`src/rtl/ps2_host_tx_if.sv`:
```
// Command handshake between a requester and the PS/2 host transmitter.
interface ps2_host_tx_if;
   logic [7:0] tx_data;
   logic       tx_valid;
   logic       tx_ready;
   logic       tx_done;
   logic [1:0] tx_err;
   logic       tx_err_stb;

   modport master (
      output tx_data, tx_valid,
      input  tx_ready, tx_done, tx_err, tx_err_stb
   );

   modport slave (
      input  tx_data, tx_valid,
      output tx_ready, tx_done, tx_err, tx_err_stb
   );
endinterface

```
`src/rtl/ps2_host_tx.sv`:
```
// PS/2 host-to-device transmitter: inhibits the bus, issues a start bit, then
// shifts one command byte out on device clock falls and checks the device ACK.
module ps2_host_tx #(
   parameter int unsigned INHIBIT_CYCLES = 10000,
   parameter int unsigned START_CYCLES   = 200,
   parameter int unsigned TIMEOUT_CYCLES = 2000000,
   parameter int unsigned FILTER_LEN     = 4
) (
   input  logic           clk,
   input  logic           clrn,
   ps2_host_tx_if.slave   tx,
   output logic           rx_block,
   input  logic           ps2_clk_in,
   input  logic           ps2_data_in,
   output logic           ps2_clk_oe,
   output logic           ps2_data_oe
);

   localparam int unsigned MAX_A = (INHIBIT_CYCLES > START_CYCLES) ? INHIBIT_CYCLES : START_CYCLES;
   localparam int unsigned MAX_P = (MAX_A > TIMEOUT_CYCLES) ? MAX_A : TIMEOUT_CYCLES;
   localparam int unsigned CNT_W = $clog2(MAX_P + 1);
   localparam int unsigned FLT_W = $clog2(FILTER_LEN + 1);
   localparam int unsigned N_W   = 4;

   typedef enum logic [2:0] {
      S_IDLE, S_INHIBIT, S_START, S_SEND, S_ACK, S_WAIT_IDLE, S_ERR
   } state_t;

   // Input conditioning: 2-FF synchronizers, glitch filter on the clock line
   logic [1:0]       clk_s;
   logic [1:0]       dat_s;
   logic [FLT_W-1:0] flt_cnt;
   logic             filt_q;
   logic             filt_d1;
   logic             fall_c;

   always_ff @(posedge clk or negedge clrn) begin
      if (!clrn) begin
         clk_s   <= 2'b11;
         dat_s   <= 2'b11;
         flt_cnt <= '0;
         filt_q  <= 1'b1;
         filt_d1 <= 1'b1;
      end else begin
         clk_s   <= {clk_s[0], ps2_clk_in};
         dat_s   <= {dat_s[0], ps2_data_in};
         filt_d1 <= filt_q;
         if (clk_s[1] != filt_q) begin
            if (flt_cnt == FLT_W'(FILTER_LEN - 1)) begin
               filt_q  <= clk_s[1];
               flt_cnt <= '0;
            end else begin
               flt_cnt <= flt_cnt + FLT_W'(1);
            end
         end else begin
            flt_cnt <= '0;
         end
      end
   end

   assign fall_c = filt_d1 & ~filt_q;

   // FSM and registered outputs
   state_t           state_q, state_d;
   logic [CNT_W-1:0] cnt_q, cnt_d;
   logic [CNT_W-1:0] tmo_q, tmo_d;
   logic [N_W-1:0]   n_q, n_d;
   logic [7:0]       data_q, data_d;
   logic             par_q, par_d;
   logic             ready_q, ready_d;
   logic             done_q, done_d;
   logic [1:0]       err_q, err_d;
   logic             stb_q, stb_d;
   logic             rxb_q, rxb_d;
   logic             clk_oe_q, clk_oe_d;
   logic             data_oe_q, data_oe_d;
   logic [1:0]       err_req;
   logic             tmo_hit;

   always_ff @(posedge clk or negedge clrn) begin
      if (!clrn) begin
         state_q   <= S_IDLE;
         cnt_q     <= '0;
         tmo_q     <= '0;
         n_q       <= '0;
         data_q    <= '0;
         par_q     <= 1'b0;
         ready_q   <= 1'b1;
         done_q    <= 1'b0;
         err_q     <= 2'd0;
         stb_q     <= 1'b0;
         rxb_q     <= 1'b0;
         clk_oe_q  <= 1'b0;
         data_oe_q <= 1'b0;
      end else begin
         state_q   <= state_d;
         cnt_q     <= cnt_d;
         tmo_q     <= tmo_d;
         n_q       <= n_d;
         data_q    <= data_d;
         par_q     <= par_d;
         ready_q   <= ready_d;
         done_q    <= done_d;
         err_q     <= err_d;
         stb_q     <= stb_d;
         rxb_q     <= rxb_d;
         clk_oe_q  <= clk_oe_d;
         data_oe_q <= data_oe_d;
      end
   end

   always_comb begin
      state_d   = state_q;
      cnt_d     = cnt_q;
      tmo_d     = tmo_q;
      n_d       = n_q;
      data_d    = data_q;
      par_d     = par_q;
      ready_d   = ready_q;
      done_d    = 1'b0;
      err_d     = 2'd0;
      stb_d     = 1'b0;
      rxb_d     = rxb_q;
      clk_oe_d  = clk_oe_q;
      data_oe_d = data_oe_q;
      err_req   = 2'd0;
      tmo_hit   = 1'b0;

      // Inter-fall watchdog; a fall on the terminal cycle still clears it
      if (state_q == S_SEND || state_q == S_ACK || state_q == S_WAIT_IDLE) begin
         if (fall_c) begin
            tmo_d = '0;
         end else if (tmo_q == CNT_W'(TIMEOUT_CYCLES - 1)) begin
            tmo_hit = 1'b1;
         end else begin
            tmo_d = tmo_q + CNT_W'(1);
         end
      end

      case (state_q)
         S_IDLE: begin
            if (tx.tx_valid) begin
               data_d    = tx.tx_data;
               par_d     = ~^tx.tx_data;
               state_d   = S_INHIBIT;
               ready_d   = 1'b0;
               rxb_d     = 1'b1;
               clk_oe_d  = 1'b1;
               data_oe_d = 1'b0;
               cnt_d     = '0;
            end
         end
         S_INHIBIT: begin
            if (cnt_q == CNT_W'(INHIBIT_CYCLES - 1)) begin
               state_d   = S_START;
               cnt_d     = '0;
               data_oe_d = 1'b1;
            end else begin
               cnt_d = cnt_q + CNT_W'(1);
            end
         end
         S_START: begin
            if (cnt_q == CNT_W'(START_CYCLES - 1)) begin
               state_d  = S_SEND;
               cnt_d    = '0;
               clk_oe_d = 1'b0;
               n_d      = '0;
               tmo_d    = '0;
            end else begin
               cnt_d = cnt_q + CNT_W'(1);
            end
         end
         S_SEND: begin
            if (fall_c) begin
               n_d = n_q + N_W'(1);
               if (n_q < N_W'(8)) begin
                  data_oe_d = ~data_q[n_q[2:0]];
               end else if (n_q == N_W'(8)) begin
                  data_oe_d = ~par_q;
               end else begin
                  data_oe_d = 1'b0;
                  state_d   = S_ACK;
               end
            end else if (tmo_hit) begin
               err_req = 2'd1;
            end
         end
         S_ACK: begin
            if (fall_c) begin
               n_d = n_q + N_W'(1);
               if (dat_s[1]) begin
                  err_req = 2'd2;
               end else begin
                  state_d = S_WAIT_IDLE;
               end
            end else if (tmo_hit) begin
               err_req = 2'd1;
            end
         end
         S_WAIT_IDLE: begin
            if (filt_q && dat_s[1]) begin
               state_d = S_IDLE;
               done_d  = 1'b1;
               ready_d = 1'b1;
               rxb_d   = 1'b0;
            end else if (tmo_hit) begin
               err_req = 2'd1;
            end
         end
         S_ERR: begin
            state_d = S_IDLE;
            ready_d = 1'b1;
            rxb_d   = 1'b0;
         end
         default: begin
            state_d = S_IDLE;
            ready_d = 1'b1;
            rxb_d   = 1'b0;
         end
      endcase

      if (err_req != 2'd0) begin
         state_d   = S_ERR;
         stb_d     = 1'b1;
         err_d     = err_req;
         clk_oe_d  = 1'b0;
         data_oe_d = 1'b0;
      end
   end

   assign tx.tx_ready   = ready_q;
   assign tx.tx_done    = done_q;
   assign tx.tx_err     = err_q;
   assign tx.tx_err_stb = stb_q;
   assign rx_block      = rxb_q;
   assign ps2_clk_oe    = clk_oe_q;
   assign ps2_data_oe   = data_oe_q;

endmodule
```
`src/flat_wrapper.sv`:
```
// flat-port wrapper written by rule: the top's interface ports become plain ports
module ps2_host_tx_flat 
#(
   parameter int unsigned INHIBIT_CYCLES = 10000,
   parameter int unsigned START_CYCLES   = 200,
   parameter int unsigned TIMEOUT_CYCLES = 2000000,
   parameter int unsigned FILTER_LEN     = 4
)
  (clk, clrn, rx_block, ps2_clk_in, ps2_data_in, ps2_clk_oe, ps2_data_oe, tx_tx_data, tx_tx_valid, tx_tx_ready, tx_tx_done, tx_tx_err, tx_tx_err_stb);
  ps2_host_tx_if tx_i ();
  input  logic clk;
  input  logic clrn;
  output logic rx_block;
  input  logic ps2_clk_in;
  input  logic ps2_data_in;
  output logic ps2_clk_oe;
  output logic ps2_data_oe;
  input wire logic [$bits(tx_i.tx_data)-1:0] tx_tx_data;
  input wire logic [$bits(tx_i.tx_valid)-1:0] tx_tx_valid;
  output wire logic [$bits(tx_i.tx_ready)-1:0] tx_tx_ready;
  output wire logic [$bits(tx_i.tx_done)-1:0] tx_tx_done;
  output wire logic [$bits(tx_i.tx_err)-1:0] tx_tx_err;
  output wire logic [$bits(tx_i.tx_err_stb)-1:0] tx_tx_err_stb;
  assign tx_i.tx_data = tx_tx_data;
  assign tx_i.tx_valid = tx_tx_valid;
  assign tx_tx_ready = tx_i.tx_ready;
  assign tx_tx_done = tx_i.tx_done;
  assign tx_tx_err = tx_i.tx_err;
  assign tx_tx_err_stb = tx_i.tx_err_stb;
  ps2_host_tx #(.INHIBIT_CYCLES(INHIBIT_CYCLES), .START_CYCLES(START_CYCLES), .TIMEOUT_CYCLES(TIMEOUT_CYCLES), .FILTER_LEN(FILTER_LEN)) u_core (.clk(clk), .clrn(clrn), .tx(tx_i), .rx_block(rx_block), .ps2_clk_in(ps2_clk_in), .ps2_data_in(ps2_data_in), .ps2_clk_oe(ps2_clk_oe), .ps2_data_oe(ps2_data_oe));
endmodule
```
`config.mk`:
```
export PLATFORM = sky130hd
export DESIGN_NAME = ps2_host_tx_flat
export DESIGN_NICKNAME = d
export VERILOG_FILES = /design/src/rtl/ps2_host_tx_if.sv /design/src/rtl/ps2_host_tx.sv /design/src/flat_wrapper.sv
export SDC_FILE = /design/constraint.sdc
export NUM_CORES = 1
export LEC_CHECK = 0
export CAP_MARGIN = 20
export CORE_ASPECT_RATIO = 1.1
export CORE_MARGIN = 8
export CORE_UTILIZATION = 60
export CTS_BUF_LIST = sky130_fd_sc_hd__clkbuf_2
export DETAILED_ROUTE_END_ITERATION = 7
export GPL_TIMING_DRIVEN = 0
export HOLD_SLACK_MARGIN = 0.12
export PLACE_DENSITY = 0.8
export SYNTH_ARGS = -nofsm -noshare
export SYNTH_HDL_FRONTEND = slang
export SYNTH_SLANG_ARGS = --single-unit
```
`constraint.sdc`:
```
create_clock -name clk -period 2.85 [get_ports clk]
set_input_delay 0.4275 -clock clk [delete_from_list [all_inputs] [get_ports clk]]
set_output_delay 0.4275 -clock clk [all_outputs]
set_load 0.005 [all_outputs]
```
==> results of run 1 <==
==> state kept, by name (all words and copies together), names as in the netlist, 2 cells and up <==
register and flops:
u_core.clk_s 2, u_core.cnt_q 21, u_core.dat_s 2, u_core.data_q 8, u_core.flt_cnt 3, u_core.n_q 4
u_core.state_q 3, u_core.tmo_q 21, u_core.tx.tx_err 2
==> worst paths after layout <==
check / from / endpoint / slack, ns / cells after the start
setup / recovery: u_core.cnt_q[16]$_DFFE_PN0P_ / u_core.cnt_q[9]$_DFFE_PN0P_ / 0.57 / 7
hold / removal: ps2_clk_in / u_core.clk_s[0]$_DFF_PN1_ / 0.29 / 1
hold reg to reg: u_core.clk_s[0]$_DFF_PN1_ / u_core.clk_s[1]$_DFF_PN1_ / 0.38 / 0
setup reg to reg: u_core.cnt_q[16]$_DFFE_PN0P_ / u_core.cnt_q[9]$_DFFE_PN0P_ / 0.57 / 7
min in group asynchronous: clrn / u_core.flt_cnt[0]$_DFF_PN0_ / 0.59 / 2
max in group asynchronous: clrn / u_core.tmo_q[19]$_DFF_PN0_ / 1.64 / 2
==> metal layers <==
metal  GRT usage, %  share of wire (%)  up-vias
li1               -                  -     1353
met1           21.2                 45     1338
met2           28.7                 51       47
met3           2.59                2.8       11
met4           8.20                1.6        0
met5              0                  0        -
==> layout by cell type (no fill, tap or decap), types with 11 or more instances in the layout <==
cell type	synthesis	layout
dfrtp_1	68	68
nand2_1	26	26
xnor2_1	17	17
nor2_1	56	56
clkbuf_2	0	11
clkdlybuf4s50_1	0	19
nand3_1	22	22
and3_1	12	12
mux2_2	11	11
xor2_1	24	24
==> power groups by stage <==
stage	Combinational [W]	Sequential (W)	Clock, W
final	0.00114	0.00149	0.000561
after floorplan	0.000857	0.00146	0
after global routing	0.00128	0.00152	0.000610
after CTS	0.00114	0.00149	0.000572
after detailed placement	0.00113	0.00151	0
after global placement	0.00110	0.00150	0
==> cells by family after synthesis <==
| family | count (synthesis) | share of synthesized area, % |
|---|---|---|
| xor gates and xnor gates | 41 | 9.59 |
| and+or+nand+nor | 173 | 24.1 |
| AOI/OAI and AO/OA | 40 | 7.15 |
| buffers and inverters | 18 | 2.14 |
| DFF | 75 | 50.4 |
| adders and majority gates | 4 | 1.34 |
| muxes | 16 | 5.31 |
==> worst reg2reg max path, stage by stage, from the launching register on <==
cell	delay [ns]
dfrtp_1	0.47
nor4_1	0.30
nand3_1	0.19
nor3_1	0.33
a21oi_1	0.13
o32ai_2	0.40
buf_2	0.30
nor2_1	0.07
==> through the flow <==
step                      total power (W)  util [%]  area (µm²)  worst slack, ns
after CTS                         0.00320      68.0        4160            0.305
final                             0.00318      68.0        4160            0.567
after detailed placement          0.00264      66.1        4040            0.360
after global routing              0.00341      68.0        4160            0.268
after floorplan                   0.00232         -        3740            0.933
after global placement            0.00260      66.1        4040            -1.12
==> layout make-up <==
class	instances	area, µm²	share of cell area [%]
repair buffers	22	213	5.11
clock inverters	6	56.3	1.35
multi-input cells	274	1780	42.7
plain buffers	10	50.0	1.20
flip-flops and latches	75	1890	45.3
well taps	80	100	2.40
clock buffers	10	50.0	1.20
inverters	8	30.0	0.721
==> what timing repair did <==
item | 4_1_cts | 5_1_grt
hold endpoints to repair | 68 | 0
hold buffers | 1 | 0
buffers inserted | 0 | 0
==> impl_metrics.toml, run 1 <==
[detailed_routing]
routed_via_density = 5.67
drtIter0Drc = 113
drc = 0
num_vias = 2749
routed_wl_um = 7280
wl_per_cell_um = 15.0
first_pass_iters = 4
drtAntennaViolNets = 0

[place]
gp_congestion = 0.830
hpwl_um = 5100
dp_cells = 467
io_buffers = 20

[setup_path]
arrival_ns = 2.68
cp_num_buf_inv = 1
cp_slowest_cell = "dfrtp_1"
path_class = "register to register"
crit_fanout = 10
critPathTopFamily = "simple AND/OR/NAND/NOR gates"
cp-start-kind = "register"
end_kind = "register"
required_ns = 3.25
cpPeakStageDelay_ns = 0.47
path_cells = "nor4_1 > nand3_1 > nor3_1 > a21oi_1 > o32ai_2 > buf_2 > nor2_1"

[cells_and_area]
final_cells = 485
final.fill_count = 472
final_net_count = 417
syn_to_final_growth_pct = 11.2
n_antenna_cell = 0
drive_gt1_share_pct = 12.3

[global_routing]
grt_max_degree = 76
grtUsageTotal_pct = 17.1
antenna_found_initial = 0
grt_pass1_wl_um = 12700
grt_overflow = 0
grt_pass1_vias = 2764

[synthesis]
synth_edf_count = 0
yosysMostFrequentCell = "dfrtp_1"
seq_area_frac_synth_pct = 50.4
synth.cell_area_mm2 = 0.00374
ys_warn_count = 0
syn_inst = 367
syn_nets = 384
synth_top_area_share_pct = 45.5
synth_top_cell_by_area = "dfrtp_1"
synth_ff_type = "dfrtp_1"
syn_area_per_cell_um2 = 10.2
synth.distinct_cells = 50
synth_area_leaders = "dfrtp_1 (45%), nor2_1 (5.6%), xor2_1 (5.6%)"
postSynth.asyncResetShare_pct = 100
ys_top_cells_by_count = "dfrtp_1 (68), nor2_1 (56), nand2_1 (26)"
synth_seq_cells = 75

[die]
die_h_um = 98.8
rows = 30
die_w_um = 91.3
ios = 21
design.die.area_mm2 = 0.00903
initial_utilization_pct = 61.2
design.core.area_mm2 = 0.00612

[sta]
min_period_over_period_pct = 80.1
grt_setup_unrepaired = "false"
final-max-slew-violation-count = 0
fin_crit_ns = 2.28
setup_tns_ns = 0
tightestPinTransition_ns = 0.932
finalClockSkew_ns = 0.0274
hold_ws_ns = 0.293
hold_viol = 0
setup_violations = 0
max_freq_mhz = 438
relSlewSlack_pct = 37.8

[cts]
cts_max_level = 3
numCtsBuffers = 9
cts_resized = 0
cts-root-buf = "clkbuf_2"
clock-sinks = 75
cts.clk_slew.worst_paths_ns = 0.21
cts_buffer_depth = 2
cts_tree = "done"
clock_latency_ns = 0.50

[power]
powerDensity_mw_per_mm2 = 765
power.share.combinational_pct = 35.7
ir_drop_uv = 484
seq_power_share_pct = 46.7
p_leak_nw = 1.83
p_int_w = 0.00202
swShare_pct = 36.5
clkPwrFrac_pct = 17.6
power_switching_w = 0.00116

[worst_hold_path]
hold_path.class = "input port to register"

[run_status]
status = "finished, final reports clean"

[job]
drv_cap = 0
(Power assumes the default switching activity.)
==> run 2: changes to the inputs <==
- CORE_UTILIZATION: 60 -> 56
- PLACE_DENSITY: 0.8 -> 0.78
- clock period: 2.85 -> 2 ns (I/O delays scaled with it)
==> impl_metrics.toml, run 2 (synthesis results as in run 1) <==
[place]
dp_cells = 469
dpl-instance-area_mm2 = 0.00404
gp_congestion = 0.867
io_buffers = 20
post-place-ws_ns = -0.511
hpwl_um = 5050

[global_routing]
grtUsageTotal_pct = 18.2
grt_overflow = 0
grt_max_degree = 76
grt_pass1_wl_um = 13700
grt_pass1_vias = 2881
antenna_found_initial = 0

[detailed_routing]
drtIter0Drc = 150
first_pass_iters = 4
drtAntennaViolNets = 0
routed_via_density = 5.82
routed_wl_um = 8750
drc = 0
num_vias = 2995
wl_per_cell_um = 17.0

[die]
ios = 21
rows = 31
design.core.area_mm2 = 0.00652
die_h_um = 102
design.die.area_mm2 = 0.00956
die_w_um = 94.0
initial_utilization_pct = 57.5

[sta]
final-max-slew-violation-count = 0
relSlewSlack_pct = 38.5
hold_viol = 0
max_freq_mhz = 479
tightestPinTransition_ns = 0.923
min_period_over_period_pct = 104
fin_crit_ns = 2.09
hold_ws_ns = 0.167
grt_setup_unrepaired = "true"
finalClockSkew_ns = 0.0321
setup_violations = 31
setup_slack_ns = -0.0867

[power]
swShare_pct = 36.2
power.share.combinational_pct = 39.9
ir_drop_uv = 773
seq_power_share_pct = 39.8
p_int_w = 0.00343
clkPwrFrac_pct = 20.2
power_switching_w = 0.00195
p_leak_nw = 2.03
powerDensity_mw_per_mm2 = 1140

[setup_path]
r2r_cells = 8
r2r_slack_ns = -0.09
end_kind = "register"
required_ns = 2.44
cp-start-kind = "register"
r2r_start = "u_core.cnt_q[16]$_DFFE_PN0P_"
reg2reg_to = "u_core.tmo_q[9]$_DFF_PN0_"
arrival_ns = 2.52
crit_fanout = 5
path_class = "register to register"

[cells_and_area]
seqCellArea_mm2 = 0.00189
final_cells = 515
final_util_pct = 72.5
fin_area_mm2 = 0.00472
drive_gt1_share_pct = 28.2
reg_top3 = "u_core.cnt_q x21, u_core.tmo_q x21, u_core.data_q x8"
n_antenna_cell = 0
most-common-layout-cells = "dfrtp_1 (67), nor2_1 (35), nand2_1 (25)"
final_net_count = 445
multiInputGateArea_mm2 = 0.00201
final.fill_count = 455
syn_to_final_growth_pct = 26.2
final_common_cell = "dfrtp_1"

[worst_hold_path]
hold_path.class = "input port to register"
min_path_cells = 1
hold_path_end = "u_core.dat_s[0]$_DFF_PN1_"
worstHoldStart = "ps2_data_in"

[job]
drv_cap = 0

[cts]
clock_latency_ns = 0.53
cts_max_level = 3
cts.clk_slew.worst_paths_ns = 0.23
clock-sinks = 75
cts-root-buf = "clkbuf_2"
cts_tree = "done"
numCtsBuffers = 9
cts_buffer_depth = 2

[run_status]
status = "finished, violations left"
violations = "setup timing"
-- run 2: cell count changes in the layout (fill, tap and decap cells not counted), sizes merged, moves of 2 or more --
cell / delta
buf: +28
clkinv: -3
bufinv: +2
clkbuf: -2
-- run 2: routing by layer --
metal | vias to the layer above | GRT usage (%) | part of all wire, %
li1 | 1411 | - | -
met1 | 1472 | 23.1 | 41
met2 | 84 | 29.0 | 51
met3 | 28 | 3.48 | 5.0
met4 | 0 | 9.40 | 3.3
met5 | - | 0 | 0
-- run 2: worst max-delay path by stage --
| stage | to | cells past startpoint | slack (ns) | from |
|---|---|---|---|---|
| 4_1_cts | u_core.cnt_q[18]$_DFFE_PN0P_ | 8 | -0.03 | u_core.cnt_q[20]$_DFFE_PN0P_ |
| 3_3_place_gp | u_core.tmo_q[9]$_DFF_PN0_ | 1 | -1.85 | clrn |
| 5_1_grt | u_core.tmo_q[15]$_DFF_PN0_ | 8 | -0.14 | u_core.cnt_q[5]$_DFFE_PN0P_ |
| 2_1_floorplan | u_core.cnt_q[0]$_DFFE_PN0P_ | 6 | 0.08 | u_core.cnt_q[5]$_DFFE_PN0P_ |
| 3_5_place_dp | u_core.tmo_q[10]$_DFF_PN0_ | 6 | -0.51 | u_core.cnt_q[16]$_DFFE_PN0P_ |
| 6_report | u_core.tmo_q[9]$_DFF_PN0_ | 8 | -0.09 | u_core.cnt_q[16]$_DFFE_PN0P_ |
-- run 2: critical path, stage by stage (launching register included) --
cell     delay, ns
dfrtp_1       0.47
nor4_4        0.33
nand3_2       0.14
buf_6         0.15
buf_6         0.11
nor4_4        0.35
a21o_2        0.22
buf_6         0.17
nor2_2        0.05
-- run 2: timing repair --
item	CTS	global route
hold buffers	1	1
endpoints found under the hold margin	68	1
gates cloned	1	3
pin swaps	8	23
gates resized for setup	17	69
setup buffers	18	6
setup endpoints to repair	52	49
-- run 2: layout make-up --
| cell class | instances | share of cell area, % |
|---|---|---|
| inverters | 8 | 0.636 |
| repair buffers | 50 | 9.77 |
| clock inverters | 7 | 2.44 |
| well taps | 82 | 2.17 |
| multi-input cells | 274 | 42.5 |
| clock buffers | 9 | 0.953 |
| plain buffers | 10 | 1.64 |
| flip-flops and latches | 75 | 39.9 |
-- run 2: power by group through the flow --
stage	Clock (W)	Sequential (W)	Combinational, W
CTS	0.00110	0.00212	0.00177
global placement	0	0.00213	0.00157
detailed placement	0	0.00215	0.00162
floorplan	0	0.00208	0.00122
global route	0.00118	0.00219	0.00234
finish	0.00109	0.00214	0.00215
-- run 2: metrics by stage --
stage               total power, W  setup TNS (ns)
global route               0.00571           -4.12
detailed placement         0.00377          -18.27
CTS                        0.00499          -0.132
floorplan                  0.00330               0
global placement           0.00370         -149.01
finish                     0.00537           -1.78
==> run 3: changes to the inputs <==
- PLACE_DENSITY: 0.78 -> 0.87
==> impl_metrics.toml, run 3 (synthesis results as in run 1) <==
[run_status]
status = "finished, violations left"
violations = "setup timing"

[sta]
max_freq_mhz = 473
tightestPinTransition_ns = 0.918
fin_crit_ns = 2.11
setup_slack_ns = -0.112
finalClockSkew_ns = 0.0330
relSlewSlack_pct = 38.8
setup_violations = 15
final-max-slew-violation-count = 0
min_period_over_period_pct = 106
hold_viol = 0
setup_tns_ns = -0.852
grt_setup_unrepaired = "true"

[global_routing]
grtUsageTotal_pct = 18.2
grt_max_degree = 76
grt_pass1_wl_um = 13700
grt_pass1_vias = 2964
antenna_found_initial = 0
grt_overflow = 0

[worst_hold_path]
worstHoldStart = "ps2_clk_in"
hold_path.class = "input port to register"

[setup_path]
path_class = "register to register"
required_ns = 2.46
crit_start = "u_core.cnt_q[4]$_DFFE_PN0P_"
r2r_start = "u_core.cnt_q[4]$_DFFE_PN0P_"
crit_fanout = 5
end_kind = "register"
arrival_ns = 2.57
cp-start-kind = "register"

[detailed_routing]
routed_via_density = 5.89
drtAntennaViolNets = 0
routed_wl_um = 8900
wl_per_cell_um = 17.1
drc = 0
drtIter0Drc = 205
num_vias = 3069
first_pass_iters = 5

[cells_and_area]
reg_top3 = "u_core.cnt_q x21, u_core.tmo_q x21, u_core.data_q x8"
final.fill_count = 449
final_net_count = 451
most-common-layout-cells = "dfrtp_1 (64), nor2_1 (49), buf_4 (33)"
syn_to_final_growth_pct = 24.3
final_common_cell = "dfrtp_1"
final_cells = 521
n_antenna_cell = 0
drive_gt1_share_pct = 26.4

[power]
powerDensity_mw_per_mm2 = 1140
finalPower_w = 0.00530
p_leak_nw = 2.05
ir_drop_uv = 1030

[place]
dp_cells = 469
hpwl_um = 5120
post-place-ws_ns = -0.515
gp_congestion = 0.862
io_buffers = 20

[cts]
cts-root-buf = "clkbuf_2"
clock_latency_ns = 0.56
cts_max_level = 3
numCtsBuffers = 9
cts_tree = "done"
cts_buffer_depth = 2
clock-sinks = 75
cts.clk_slew.worst_paths_ns = 0.24

[die]
die_w_um = 94.0
design.core.area_mm2 = 0.00652
rows = 31
initial_utilization_pct = 57.5
ios = 21
design.die.area_mm2 = 0.00956
die_h_um = 102

[job]
drv_cap = 0
[run 3: cell count changes in the layout (fill, tap and decap cells not counted), moves of 2 or more]
cell | previous run | this run
a21oi_2 | 6 | 3
a21oi_1 | 5 | 7
clkinv_4 | 0 | 2
nor2_1 | 35 | 49
buf_6 | 12 | 5
nor2_4 | 9 | 4
dfrtp_1 | 67 | 64
nor2_2 | 12 | 3
dfrtp_2 | 1 | 4
buf_4 | 20 | 33
[run 3: stage by stage]
stage	hold WS, ns	util (%)	area (µm²)
floorplan	0.00441	-	3740
global placement	0.346	62.1	4050
detailed placement	0.348	62.1	4040
CTS	0.143	68.1	4440
global route	0.138	71.4	4650
finish	0.147	71.4	4650
[run 3: per-layer routing]
layer / vias to the layer above / global-route usage, % / share of wire, %
met3: 28 / 3.34 / 4.2
met2: 91 / 32.0 / 52
met4: 0 / 8.06 / 2.6
met1: 1521 / 20.9 / 41
li1: 1429 / - / -
met5: - / 0 / 0
[run 3: path summary, 6_finish.rpt]
check,depth (start not counted),end,slack [ns]
max in group asynchronous,2,u_core.tmo_q[6]$_DFF_PN0_,0.96
min in group asynchronous,2,u_core.flt_cnt[2]$_DFF_PN0_,0.38
max reg2reg,9,u_core.cnt_q[10]$_DFFE_PN0P_,-0.11
max,9,u_core.cnt_q[10]$_DFFE_PN0P_,-0.11
min,1,u_core.clk_s[0]$_DFF_PN1_,0.15
min reg2reg,0,u_core.clk_s[1]$_DFF_PN1_,0.36
[run 3: where the power goes]
group          leakage (nW)  total [W]  internal [W]  switching (W)
Sequential            0.968    0.00212       0.00186       0.000269
Clock                0.0787   0.000998      0.000421       0.000577
Combinational          1.00    0.00217       0.00107        0.00111
[run 3: area by class of cell]
type	count	area (µm²)	area share (%)
buffer	10	73.8	1.59
clock buffer	9	45.0	0.968
clock inverter	7	101	2.18
inverter	8	30.0	0.645
multi-input combinational	274	1930	41.5
sequential	75	1890	40.6
tap	82	103	2.20
timing repair buffer	56	479	10.3
[run 3: timing repair]
item,CTS,global route
pin swaps,9,13
hold endpoints to repair,68,0
hold buffers,1,0
endpoints found under the setup margin,55,40
buffers inserted,18,16
resized for setup,23,33
cloned,1,2
[run 3: worst max-delay path: stages, from the launching register on]
cell and delay [ns]:
dfrtp_1 0.45, nor4_2 0.31, nand3_2 0.17, buf_6 0.15, nor3_4 0.15, a21oi_2 0.08
o32ai_2 0.31, buf_4 0.19, buf_8 0.14, nor2_1 0.06
